## src/rtl/hazard_stall_controller_pkg.sv

```systemverilog
// Shared types and constants for the hazard/stall controller.
// Pulled in by the top and its M-unit hold counter.
package hazard_stall_controller_pkg;

    typedef enum logic {
        ST_RUN    = 1'b0,
        ST_MULDIV = 1'b1
    } state_t;

    localparam logic [4:0]  REG_X0 = 5'd0;
    localparam logic [31:0] NOP    = 32'h0000_0013;

    function automatic int max_lat(input int a, input int b);
        return (a > b) ? a : b;
    endfunction

endpackage

```

## src/rtl/hazard_stall_controller_muldiv_stall_counter.sv

```systemverilog
// Remaining-hold counter for a multi-cycle MUL/DIV in EX.
// Loaded on issue, decremented per hold cycle, flags the last one.
module muldiv_stall_counter #(
    parameter int MC_W = 5
) (
    input  logic            CLK,
    input  logic            RESET,
    input  logic            load,
    input  logic [MC_W-1:0] load_val,
    input  logic            dec,
    output logic            last
);

    logic [MC_W-1:0] mcnt;

    // Load on issue, count down while holding, clear on reset
    always_ff @(posedge CLK) begin
        if (RESET)
            mcnt <= '0;
        else if (load)
            mcnt <= load_val;
        else if (dec && mcnt != '0)
            mcnt <= mcnt - MC_W'(1);
    end

    assign last = (mcnt == MC_W'(1));

endmodule

```

## src/rtl/hazard_stall_controller.sv

```systemverilog
// Pipeline sequencing: load-use stall, branch flush, M-unit freeze.
// Also keeps stall and flush performance counters.
module hazard_stall_controller
    import hazard_stall_controller_pkg::*;
#(
    parameter int MUL_LATENCY = 2,
    parameter int DIV_LATENCY = 32,
    parameter int CNT_W       = 32
) (
    input  logic             CLK,
    input  logic             RESET,
    input  logic [4:0]       ID_RS1,
    input  logic [4:0]       ID_RS2,
    input  logic             ID_USES_RS1,
    input  logic             ID_USES_RS2,
    input  logic             ID_IS_MUL,
    input  logic             ID_IS_DIV,
    input  logic             EX_MEM_READ,
    input  logic [4:0]       EX_RD,
    input  logic             EX_BRANCH_TAKEN,
    input  logic             MULDIV_DONE,
    output logic             PC_WRITE,
    output logic             IF_ID_BUBBLE,
    output logic             IF_ID_FLUSH,
    output logic             ID_EX_BUBBLE,
    output logic             ID_EX_HOLD,
    output logic             EX_MEM_BUBBLE,
    output logic             MULDIV_BUSY,
    output logic [CNT_W-1:0] STALL_CNT,
    output logic [CNT_W-1:0] FLUSH_CNT
);

    localparam int MAX_LAT = max_lat(MUL_LATENCY, DIV_LATENCY);
    localparam int MC_W    = (MAX_LAT > 2) ? $clog2(MAX_LAT) : 1;

    state_t          state_q;
    state_t          state_d;
    logic            load_use;
    logic            m_load;
    logic            m_dec;
    logic            m_last;
    logic [MC_W-1:0] m_val;

    assign load_use = EX_MEM_READ && (EX_RD != REG_X0) &&
                      ((ID_USES_RS1 && ID_RS1 == EX_RD) ||
                       (ID_USES_RS2 && ID_RS2 == EX_RD));

    muldiv_stall_counter #(.MC_W(MC_W)) u_mcnt (
        .CLK      (CLK),
        .RESET    (RESET),
        .load     (m_load),
        .load_val (m_val),
        .dec      (m_dec),
        .last     (m_last)
    );

    // State register
    always_ff @(posedge CLK) begin
        if (RESET)
            state_q <= ST_RUN;
        else
            state_q <= state_d;
    end

    // Next state and pipeline controls for the current cycle
    always_comb begin
        state_d       = state_q;
        PC_WRITE      = 1'b1;
        IF_ID_BUBBLE  = 1'b0;
        IF_ID_FLUSH   = 1'b0;
        ID_EX_BUBBLE  = 1'b0;
        ID_EX_HOLD    = 1'b0;
        EX_MEM_BUBBLE = 1'b0;
        MULDIV_BUSY   = 1'b0;
        m_load        = 1'b0;
        m_dec         = 1'b0;
        m_val         = '0;
        if (RESET) begin
            state_d      = ST_RUN;
            PC_WRITE     = 1'b0;
            IF_ID_FLUSH  = 1'b1;
            ID_EX_BUBBLE = 1'b1;
        end else begin
            unique case (state_q)
                ST_RUN: begin
                    if (EX_BRANCH_TAKEN) begin
                        IF_ID_FLUSH  = 1'b1;
                        ID_EX_BUBBLE = 1'b1;
                    end else if (load_use) begin
                        PC_WRITE     = 1'b0;
                        IF_ID_BUBBLE = 1'b1;
                        ID_EX_BUBBLE = 1'b1;
                    end else if (ID_IS_DIV && DIV_LATENCY > 1) begin
                        state_d = ST_MULDIV;
                        m_load  = 1'b1;
                        m_val   = MC_W'(DIV_LATENCY - 1);
                    end else if (ID_IS_MUL && MUL_LATENCY > 1) begin
                        state_d = ST_MULDIV;
                        m_load  = 1'b1;
                        m_val   = MC_W'(MUL_LATENCY - 1);
                    end
                end
                ST_MULDIV: begin
                    PC_WRITE      = 1'b0;
                    IF_ID_BUBBLE  = 1'b1;
                    ID_EX_HOLD    = 1'b1;
                    EX_MEM_BUBBLE = 1'b1;
                    MULDIV_BUSY   = 1'b1;
                    m_dec         = 1'b1;
                    if (m_last || MULDIV_DONE)
                        state_d = ST_RUN;
                end
                default: state_d = ST_RUN;
            endcase
        end
    end

    // Stall and flush performance counters, wrapping
    always_ff @(posedge CLK) begin
        if (RESET) begin
            STALL_CNT <= '0;
            FLUSH_CNT <= '0;
        end else begin
            if (!PC_WRITE)
                STALL_CNT <= STALL_CNT + CNT_W'(1);
            if (IF_ID_FLUSH)
                FLUSH_CNT <= FLUSH_CNT + CNT_W'(1);
        end
    end

endmodule
```

## config.mk

```make
export PLATFORM = sky130hd
export DESIGN_NAME = hazard_stall_controller
export DESIGN_NICKNAME = d
export VERILOG_FILES = /design/src/rtl/hazard_stall_controller_pkg.sv /design/src/rtl/hazard_stall_controller_muldiv_stall_counter.sv /design/src/rtl/hazard_stall_controller.sv
export SDC_FILE = /design/constraint.sdc
export NUM_CORES = 1
export LEC_CHECK = 0
export BUFFER_PORTS_ARGS = -buffer_cell sky130_fd_sc_hd__buf_2
export CORE_ASPECT_RATIO = 0.6
export CORE_MARGIN = 2
export CORE_UTILIZATION = 49
export DETAILED_ROUTE_END_ITERATION = 12
export GPL_TIMING_DRIVEN = 0
export PLACE_DENSITY = 0.74
export SLEW_MARGIN = 30
export SYNTH_ARGS = -nofsm -noshare
export SYNTH_HDL_FRONTEND = slang
export SYNTH_HIERARCHICAL = 1
export SYNTH_SLANG_ARGS = --single-unit
```

## constraint.sdc

```tcl
create_clock -name CLK -period 2.21 [get_ports CLK]
set_input_delay 0 -clock CLK [delete_from_list [all_inputs] [get_ports CLK]]
set_output_delay 0 -clock CLK [all_outputs]
set_load 0.01 [all_outputs]
```

# ---- Yosys cells after proc, flatten, opt, wreduce, memory -nomap -nowiden
# Cells that the tools add are included.
dict set report op_classes {
  n_addsub 3
  eq_ne 3
  n_mux 31
  bitwise_logic 1
  n_reduce_logical 10
}
# op n
set ops {}
lappend ops {{$add A32 B1 Y32 const B} 2}
lappend ops {{$mux W5} 6}
lappend ops {{$mux W1} 22}
lappend ops {{$eq A5 B5 Y1} 2}
lappend ops {{$reduce_bool A5 Y1} 2}
lappend ops {{$pmux W1 S2} 3}
lappend ops {{$eq A5 B1 Y1 const B} 1}
lappend ops {{$logic_and A1 B1 Y1} 5}
lappend ops {{$sub A5 B1 Y5 const B} 1}
lappend ops {{$logic_or A1 B1 Y1} 2}
lappend ops {{$reduce_bool A2 Y1} 1}
lappend ops {{$not A1 Y1} 1}
dict set report word_totals {
  regBits 70
  input_bits 24
  out_inout_bits 71
  wordCells 52
}

# ---- Longest topological paths before layout
# Gate-level depths: netlist of the first run.
dict set report depth {
  word_depth 9
  depth_mapped 9
  mapped_depth_nobuf 8
}

# ---- Cells and area by module
# Netlist of the first run, hierarchy kept.
# module instances cells_each area_per_inst_um2 seq_area_each_um2
set modules_own_cells {}
lappend modules_own_cells {hazard_stall_controller 1 397 3229.3 1301.2}
lappend modules_own_cells {muldiv_stall_counter 1 40 332.8 100.1}

# ---- Least setup slack after synthesis of the first run
# Ideal clock, no wire load.
dict set report synth_path {
  path_kind {reg2reg}
  start {register STALL_CNT[3]}
  end {register STALL_CNT[30]}
  setup_time_ps 71
  arrival_time_ps 1991
  required_time_ps 2139
  slack_ps 148
  stages_incl_launch_ff 8
  n_path_buf 1
  period_less_slack_ps 2062
  path_cell_list {dfxtp_1 > and4_1 > clkbuf_2 > and4_1 > nand4_1 > or2_2 > or4_1 > a21oi_1}
}
dict set report synth_via {
  elab_chain_cells 1
}
# item line_no
set synth_lines {}
lappend synth_lines {{start, declared} hazard_stall_controller.sv:29} ;# output logic [CNT_W-1:0] STALL_CNT,
lappend synth_lines {{start signal, assigned} hazard_stall_controller.sv:125} ;# STALL_CNT <= STALL_CNT + CNT_W'(1);
lappend synth_lines {{$add A32 B1 Y32} hazard_stall_controller.sv:125}
# Every way passes these cells.
# A chain may end at the register's enable or synchronous reset.

# ---- Final worst setup path of the first run
dict set report layout_path {
  start {register STALL_CNT[4]}
  end {register STALL_CNT[31]}
}
# The elaborated chain is that of the path after synthesis.

==> run summary, run 1 <==
Global-route usage over all layers - 0.242
Cell Area, Synth - 0.00356 mm2
First-pass GRT wire length - 15400 um
CTS Buf Count - 9
Leakage - 0.00184 uW
Total placed cells including tap cells - 622
Worst Path Max Fanout - 7
Met1 wire length - 4760 um
Async S/R FF share, synth - 0
Worst Setup Path Type - reg -> reg
Max layer used - met4
Synth top area share - 0.393
Power density over the cells - 671 mW/mm2
Post-route ant nets - 0
Worst Setup SP - STALL_CNT[4]
Max Cap Viol - 0
Syn_nets - 465
CTS root buf - clkbuf_16
Final hold vios - 0
Netlist cell types - 50
Sequential area share after synthesis - 0.393
RD Place Congestion - 0.882
Met2 Routed Length - 3980 um
Avg Cell Area, Syn - 8.15 um2
Top-Level Pins - 95
CTS tree - yes
Routed wire per std cell - 15.0 um
Core box area - 0.00715 mm2
Vias per cell - 5.65
Starting Density - 0.498
Largest net degree at the start of global routing - 12
Initial antenna violation count - 0
Dpl cell area - 0.00415 mm2
Clk sinks - 70
Site row count - 24
Metal3 WL - 766 um
Synth area leader - dfxtp_1
FMAX - 0.463 GHz
Full die area - 0.00799 mm2
Total power - 3050 uW
Critical Path AT - 2.38 ns
Area grow syn2layout - 27.8%
Worst hold path type - in -> reg
DR vias - 3620
Tmin final - 2.16 ns
Syn Inst Count - 437
Final cycle utilization of the critical path - 0.977
DR pass1 iterations - 5
Final Non-Filler Cells - 641
Design area - 0.00455 mm2
CP Launch Type - register
Post-route DRC - 0
Final core occ - 0.637
Clock Tree Buf Depth - 2
Worst min-delay path startpoint - MULDIV_DONE
Antenna cells - 0
Warnings from Yosys - 6
Max Slew Vio Count - 0
Worst VDD drop - 0.371 mV
Slew margin rel. - 0.631
Die H - 70.0 um
Final wirelength - 9590 um
Post-synth EDFFs - 0
Nets - 573
Die W - 114 um
Vias in the first global route - 3216
Worst skew pair latency - 0.33 ns
Worst R2R Start - STALL_CNT[4]
CP Capture Type - register
Post-CTS Hold Buffers - 0
Run status - complete, no violations
Synth top area cells - dfxtp_1 39%, a21oi_1 5.5%, xor2_1 5.4%
Detailed placer's ending HPWL - 7120 um
Residual overflow from global routing - 0
Yosys reg bits - 70
Worst-margin pin slew - 0.553 ns
Final setup fails - 0
Iteration-0 DRC Markers - 218
H-tree depth - 3
Total negative slack - 0 ns
Skew final - 0.00544 ns
CP required - 2.43 ns
Post-synth top flop - dfxtp_1
Reg clk slew, reported paths - 0.06 ns
Layout cell share with drive strength beyond 1 - 0.271
PortBufs - 94
==> through the flow <==
step / worst slack (ns) / hold WS, ns
after detailed placement: -0.255 / 0.437
after global placement: -0.211 / 0.409
after CTS: 0.00448 / 0.102
final: 0.0515 / 0.101
after floorplan: 0.148 / 0.281
after global routing: -0.0192 / 0.120
==> cell families after synthesis <==
family | count (synthesis) | share of synthesized area
compound gates | 88 | 0.147
xor+xnor | 32 | 0.0787
fa+ha+maj | 4 | 0.0141
buf+inv | 38 | 0.0457
flops | 70 | 0.393
mux | 5 | 0.0155
simple gates | 200 | 0.306
==> synthesized netlist by cell type (4+ instances only) <==
master    number
dfxtp_1       70
nor2_1        43
a21oi_1       39
nand2_1       33
or3_1         29
o21ai_0       27
xor2_1        22
nand3_1       20
inv_1         17
clkbuf_1      11
nor3_1        11
or4_1         10
xnor2_1       10
o31ai_1        9
and3_1         8
and4_1         8
nand4_1        8
nor2b_1        6
and2_1         4
ha_1           4
mux2_2         4
nand2b_1       4
==> state kept, by name, summed over array words and instances (netlist names) <==
| name | flops |
|---|---|
| STALL_CNT | 32 |
| u_mcnt/mcnt | 5 |
| FLUSH_CNT | 32 |
| state_q | 1 |
==> power breakdown <==
group | internal (uW) | switching (uW)
logic | 84.0 | 128
clock network | 1020 | 527
registers | 1280 | 20.9
==> path summary, 6_finish.rpt <==
check,endpoint,slack (ns),cells after the start
setup / recovery,STALL_CNT[31],0.05,7
hold / removal,state_q,0.10,3
setup reg to reg,STALL_CNT[31],0.05,7
hold reg to reg,FLUSH_CNT[1],0.50,2
==> critical path: stages (launching register included) <==
cell and delay (ns):
dfxtp_2 0.37, and4_1 0.22, clkbuf_4 0.18, nand4_1 0.30, buf_4 0.27, nor3_1 0.16
and4b_1 0.22, mux2_2 0.33
==> area by class of cell <==
type                    instances  area (um2)
flip-flops and latches         70        1420
fillers                       656        2590
well taps                      91         114
plain buffers                  20         103
multi-input cells             329        2040
repair buffers                 98         500
clock buffers                  12         246
inverters                      17        63.8
clock inverters                 4        70.1
==> what timing repair did <==
item,in CTS,in global routing
setup endpoints to repair,15,21
resized for setup,11,18
buffers inserted,1,3
pin swaps,1,2
==> metal layers <==
layer,vias to the layer above,global-route usage
met5,-,0
met3,13,0.0790
met2,138,0.351
met4,0,0.0528
li1,1793,-
met1,1676,0.350
==> cells in the final DEF (no fill, tap or decap), types with 3 or more instances in the layout <==
cell	Yosys	routed
ha_1	4	3
o31ai_1	9	9
clkbuf_1	11	10
dfxtp_2	0	8
and4_1	8	7
o21ai_0	27	27
buf_1	3	3
mux2_2	4	4
nand4_1	8	8
nand2_1	33	32
nor2_1	43	43
buf_2	3	97
nor3_1	11	10
xor2_1	22	22
inv_1	17	17
nor2b_1	6	6
nand3_1	20	20
dfxtp_1	70	60
a21oi_1	39	39
buf_4	2	6
and3_1	8	8
or4_1	10	10
nand2b_1	4	4
and2_1	4	4
clkbuf_16	0	9
or3_1	29	29
xnor2_1	10	10
No activity file was read; power rests on OpenSTA's default activity.
==> run 2, diff against run 1 <==
- ABC_AREA: unset -> 1
- PLACE_DENSITY: 0.74 -> 0.72
==> run 2 against run 1 <==
Compared with the run above:
- clock skew is 0.00066 ns lower
- worst hold slack got worse by 0.040 ns
- total power shrank 1.2%
- fmax increased by 13%
- critical path depth up 3
- combinational power is 37% higher
- highest routed layer unchanged
==> run summary, run 2 <==
Run status - complete, no violations
Internal Power - 2280 uW (-3.9%)
Dpl cell area - 0.00512 mm2 (+23%)
CTS tree - yes
Die W - 128 um (+12%)
Largest net degree at the start of global routing - 11 (-1)
Layout cell share with drive strength beyond 1 - 0.185 (-0.0862)
Final hold vios - 0 (unchanged)
Critical Path AT - 2.11 ns (-0.27 ns)
Regs by FF count - FLUSH_CNT: 32 flops, STALL_CNT: 32 flops, u_mcnt/mcnt: 5 flops
Clk sinks - 70 (unchanged)
Worst VDD drop - 0.486 mV (+31%)
Post-synth EDFFs - 0 (unchanged)
RD Place Congestion - 1.01 (+14%)
Worst Path Max Fanout - 7 (unchanged)
Vias in the first global route - 4228 (+31%)
CTS root buf - clkbuf_16
Leakage - 0.00234 uW (+27%)
Power density over the cells - 556 mW/mm2 (-17%)
Clock Tree Buf Depth - 2 (unchanged)
Global route hottest layer - met1
Top-Level Pins - 95 (unchanged)
Post-route worst setup slack - 0.296 ns (+0.244 ns)
Unrepaired setup endpoints after global routing - false
Max Cap Viol - 0 (unchanged)
Met2 usage - 0.359 (+0.00763)
GR Layer Usage met3 - 0.0770 (-0.00197)
Final setup fails - 0 (unchanged)
Async S/R FF share, synth - 0 (unchanged)
Post-synth top flop - dfxtp_1
FMAX - 0.522 GHz (+13%)
Avg Cell Area, Syn - 6.09 um2 (-25%)
Residual overflow from global routing - 0 (unchanged)
Area grow syn2layout - 20.5%
Design area - 0.00543 mm2 (+19%)
Worst-margin pin slew - 0.595 ns (+0.0422 ns)
Iteration-0 DRC Markers - 514 (+140%)
Worst skew pair latency - 0.33 ns (about the same)
Routed wire per std cell - 13.6 um (-8.8%)
Gate power share - 0.096 (+0.026)
Sequential area share after synthesis - 0.311 (-0.0821)
Most instantiated library cell after synthesis - nand2_1
Total net switching power - 734 uW (+8.5%)
Post-route ant nets - 0 (unchanged)
Post-synth top cells - 248 x nand2_1, 94 x nor2_1, 70 x dfxtp_1, 68 x inv_1
Final wirelength - 13200 um (+37%)
Synth top area share - 0.311 (-0.0821)
Syn Inst Count - 739 (+69%)
PortBufs - 94 (unchanged)
Worst hold path type - in -> reg
Skew final - 0.00478 ns (-0.000660 ns)
H-tree depth - 3 (unchanged)
CP required - 2.41 ns (-0.02 ns)
Worst Setup Path Type - reg -> reg
Total negative slack - 0 ns (unchanged)
Most frequent cells in the layout - 248 x nand2_1, 100 x buf_2, 93 x nor2_1
GRT met1 Usage - 0.407 (+0.0569)
Cell Area, Synth - 0.00450 mm2 (+26%)
Final core occ - 0.599 (-0.0379)
CTS Buf Count - 9 (unchanged)
Netlist cell types - 31 (-38%)
Detailed placer's ending HPWL - 10200 um (+43%)
Commonest non-fill, non-tap cell in the layout - nand2_1
Syn_nets - 767 (+65%)
Yosys reg bits - 70 (unchanged)
Final cycle utilization of the critical path - 0.866 (-0.110)
Global-route usage over all layers - 0.266 (+0.0246)
Vias per cell - 5.28 (-6.4%)
DR pass1 iterations - 5 (unchanged)
Full die area - 0.0100 mm2 (+25%)
Initial antenna violation count - 0 (unchanged)
Slew margin rel. - 0.602 (-0.0288)
Nets - 874 (+53%)
Sequential power share - 0.432 (+0.007)
Synth area leader - dfxtp_1
CP Launch Type - register
Sw Ratio - 0.243 (+0.0217)
Starting Density - 0.497 (-0.00119)
Site row count - 27 (+13%)
Post-CTS Setup Bufs - 0 (-1)
Die H - 78.2 um (+12%)
Tmin final - 1.91 ns (-0.244 ns)
Core box area - 0.00905 mm2 (+27%)
Reg clk slew, reported paths - 0.06 ns (about the same)
First-pass GRT wire length - 21000 um (+36%)
Max Slew Vio Count - 0 (unchanged)
Synth top area cells - dfxtp_1 31%, nand2_1 21%, nor2_1 7.8%
Warnings from Yosys - 6 (unchanged)
Clock power share - 0.471 (-0.034)
Antenna cells - 0 (unchanged)
CP Capture Type - register
Post-route DRC - 0 (unchanged)
DR vias - 5105 (+41%)
Setup Slack @ Placement - 0.271 ns (+0.526 ns)
run 2: changes by cell type in the layout (fill, tap and decap cells not counted), sizes merged, moves of 13 or more:
cell,before,now
or3,29,0
nand2,33,257
nor2,43,108
nand3,20,59
a21oi,39,56
inv,17,77
nand3b,0,13
run 2: critical path, stage by stage, from the launching register on:
cell     delay [ns]
dfxtp_1        0.48
ha_1           0.33
nand3_2        0.18
nor2_4         0.20
inv_2          0.05
nor2_2         0.24
nand2_1        0.10
nand2_1        0.06
nand2_1        0.04
nand2_1        0.05
a21oi_1        0.05
run 2: timing repair:
| item | 4_1_cts | 5_1_grt |
|---|---|---|
| hold buffers | 2 | 0 |
| endpoints found under the hold margin | 4 | 0 |
| gates resized for setup | 0 | 3 |
| endpoints found under the setup margin | 0 | 3 |
run 2: metal layers:
layer	wire, um	part of all wire
met5	0	0
met2	5030	0.38
met3	1470	0.11
met4	128	0.0097
met1	6540	0.50
run 2: worst paths after layout:
path,startpoint,end,slack [ns],cells after the start
worst max-delay path,STALL_CNT[0],STALL_CNT[30],0.30,10
worst min register to register,FLUSH_CNT[10],FLUSH_CNT[10],0.50,1
worst min-delay path,ID_IS_MUL,state_q,0.06,3
worst max register to register,STALL_CNT[0],STALL_CNT[30],0.30,10
run 2: logic make-up (layout without fill, tap and decap cells):
family	after synthesis	count (layout)	share of synthesized area
AOI/OAI and AO/OA	82	82	0.0953
adders and majority gates	4	4	0.0111
DFF	70	70	0.311
and+or+nand+nor	469	469	0.459
xor gates and xnor gates	17	17	0.0331
muxes	1	1	0.00222
buffers and inverters	96	207	0.0884
run 2: stage by stage:
stage / power [uW] / cells / hold WS (ns)
after CTS: 3040 / 966 / 0.0439
after global routing: 3130 / 966 / 0.116
after global placement: 1600 / 949 / 0.303
final: 3020 / 966 / 0.0613
after floorplan: 1520 / 739 / 0.0589
after detailed placement: 1610 / 949 / 0.306
run 2: area by class of cell:
class                   count  area (um2)
flip-flops and latches     70        1400
clock buffers              14         254
fillers                   888        3630
multi-input cells         573        2710
repair buffers             96         490
clock inverters             1        30.0
inverters                  77         289
well taps                 116         145
plain buffers              19         110
run 2: power by group through the flow:
stage / Clock [uW] / Combinational, uW / Sequential, uW
floorplan: 0 / 185 / 1330
global placement: 0 / 274 / 1330
detailed placement: 0 / 283 / 1330
CTS: 1450 / 287 / 1300
global route: 1500 / 322 / 1310
finish: 1420 / 290 / 1310
==> run 3, diff against run 2 <==
- PLACE_DENSITY: 0.72 -> 0.78
- SKIP_CTS_REPAIR_TIMING: unset -> 1
==> run 3 against run 2 <==
Compared with the run above:
- routed wire length down 1.3%
- global-route usage down 0.12 points
- via count down 2.2%
- fmax down 4.7%
- sequential power about the same
- non-clock buffer count up 1
- clock-buffer cell count down 2
- clock skew up 0.0015 ns
- highest routed layer unchanged
- worst setup slack worse by 0.094 ns
==> run summary, run 3 (synthesized netlist as in run 2, its figures left out) <==
Run status - complete, no violations
CP Capture Type - register
CP required - 2.40 ns (about the same)
Worst skew pair latency - 0.33 ns (about the same)
Vias per cell - 5.17 (-2.2%)
Final core occ - 0.597 (-0.00207)
Worst Path Max Fanout - 7 (unchanged)
Worst hold path type - in -> reg
Die W - 128 um (unchanged)
Clock power share - 0.448 (-0.023)
Slowest cell on the critical path - dfxtp_1
Post-route ant nets - 0 (unchanged)
Regs by FF count - FLUSH_CNT: 32 flops, STALL_CNT: 32 flops, u_mcnt/mcnt: 5 flops
CTS tree - yes
CP Launch Type - register
Unrepaired setup endpoints after global routing - false
Reg clk slew, reported paths - 0.05 ns (about the same)
Critical Path Max Stage Delay - 0.56 ns (+0.08 ns)
Sw Ratio - 0.253 (+0.0102)
Clk sinks - 70 (unchanged)
Internal Power - 2160 uW (-5.5%)
Total negative slack - 0 ns (unchanged)
Core box area - 0.00905 mm2 (unchanged)
CTS root buf - clkbuf_16
Slew margin rel. - 0.611 (+0.00940)
Iteration-0 DRC Markers - 545 (+6.0%)
Power density over the cells - 535 mW/mm2 (-3.9%)
Final wirelength - 13000 um (-1.3%)
Sequential power share - 0.452 (+0.020)
Max Slew Vio Count - 0 (unchanged)
Nets - 875 (+0.11%)
Post-route DRC - 0 (unchanged)
Final Non-Filler Cells - 966 (unchanged)
Vias in the first global route - 4141 (-2.1%)
Final hold vios - 0 (unchanged)
DR vias - 4995 (-2.2%)
Full die area - 0.0100 mm2 (unchanged)
Commonest non-fill, non-tap cell in the layout - nand2_1
Gate power share - 0.100 (+0.004)
Worst path cell trace - ha_2 > nand3_2 > nor2_4 > inv_2 > nor2_2 > nand2_1 > nand2_1 > nand2_1 > nand2_1 > a21oi_1
Tmin final - 2.01 ns (+0.0936 ns)
Layout cell share with drive strength beyond 1 - 0.185 (unchanged)
Area grow syn2layout - 20.1%
Antenna cells - 0 (unchanged)
Total net switching power - 732 uW (-0.20%)
Clock Tree Buf Depth - 2 (unchanged)
Skew final - 0.00631 ns (+0.00154 ns)
Site row count - 27 (unchanged)
PortBufs - 94 (unchanged)
H-tree depth - 3 (unchanged)
Worst VDD drop - 0.449 mV (-7.6%)
Final setup fails - 0 (unchanged)
CP most frequent cell - nand2_1
Cells on worst reg2reg path - 10 (unchanged)
Top-Level Pins - 95 (unchanged)
Largest net degree at the start of global routing - 11 (unchanged)
Initial antenna violation count - 0 (unchanged)
CTS Buf Count - 9 (unchanged)
Max Cap Viol - 0 (unchanged)
Worst Setup Path Type - reg -> reg
Worst-margin pin slew - 0.581 ns (-0.0140 ns)
Global-route usage over all layers - 0.265 (-0.00116)
First-pass GRT wire length - 21100 um (+0.46%)
RD Place Congestion - 0.996 (-0.96%)
Most frequent cells in the layout - 248 x nand2_1, 100 x buf_2, 94 x nor2_1
Final cycle utilization of the critical path - 0.909 (+0.0423)
Worst hold stages - 4 (+1)
Routed wire per std cell - 13.5 um (-1.3%)
Residual overflow from global routing - 0 (unchanged)
Starting Density - 0.497 (unchanged)
Die H - 78.2 um (unchanged)
DR pass1 iterations - 5 (unchanged)
FMAX - 0.498 GHz (-4.7%)
Filler cells - 883 (-0.56%)
Leakage - 0.00233 uW (-0.45%)
Critical Path AT - 2.20 ns (+0.09 ns)
Total placed cells including tap cells - 949 (unchanged)
Hold WS - 0.0786 ns (+0.0173 ns)
Detailed placer's ending HPWL - 10300 um (+1.1%)
[run 3: cell count changes in the layout (fill, tap and decap cells not counted)]
cell | before | now
bufinv_16 | 1 | 0
clkbuf_1 | 11 | 10
clkbuf_2 | 1 | 0
clkinv_2 | 0 | 2
dlygate4sd3_1 | 2 | 3
ha_1 | 4 | 3
ha_2 | 0 | 1
nor2_1 | 93 | 94
nor2_2 | 8 | 7
[run 3: critical path, delay by kind of cell (launching register included)]
kind | cells | cell delay [ns]
buffers and inverters | 1 | 0.05
adder cells (fa/ha/maj) | 1 | 0.36
flip-flops | 1 | 0.56
AO/OA/AOI/OAI | 1 | 0.05
AND/OR/NAND/NOR | 7 | 0.85
[run 3: path summary, 6_finish.rpt]
check / slack [ns] / start / to
max reg2reg: 0.20 / STALL_CNT[0] / STALL_CNT[30]
min reg2reg: 0.49 / FLUSH_CNT[10] / FLUSH_CNT[10]
max: 0.20 / STALL_CNT[0] / STALL_CNT[30]
min: 0.08 / RESET / u_mcnt/mcnt[2]
[run 3: metrics by stage]
stage	area [um2]	power [uW]	setup slack, ns
CTS	5370	2900	0.181
global route	5410	3010	0.00927
floorplan	4500	1520	0.602
finish	5410	2890	0.202
detailed placement	5120	1620	0.190
global placement	5120	1610	0.206
[run 3: layout make-up]
type	count	area (um2)	share of cell area
Sequential cell	70	1400	0.259
Tap cell	116	145	0.0268
Clock buffer	12	246	0.0456
Buffer	19	109	0.0201
Clock inverter	2	10.0	0.00185
Inverter	77	289	0.0535
Multi-Input combinational cell	573	2710	0.500
Timing Repair Buffer	97	500	0.0926
[run 3: power by group through the flow]
stage | Clock, uW | Combinational [uW] | Sequential, uW
after global routing | 1370 | 326 | 1310
after CTS | 1310 | 284 | 1310
final | 1300 | 289 | 1310
after global placement | 0 | 279 | 1330
after detailed placement | 0 | 282 | 1330
after floorplan | 0 | 185 | 1330
[run 3: per-layer routing]
metal | wire length, um | track usage | up-vias
met5 | 0 | 0 | -
met3 | 1100 | 0.0682 | 12
li1 | - | - | 2568
met2 | 4620 | 0.336 | 191
met4 | 123 | 0.0560 | 0
met1 | 7150 | 0.432 | 2224
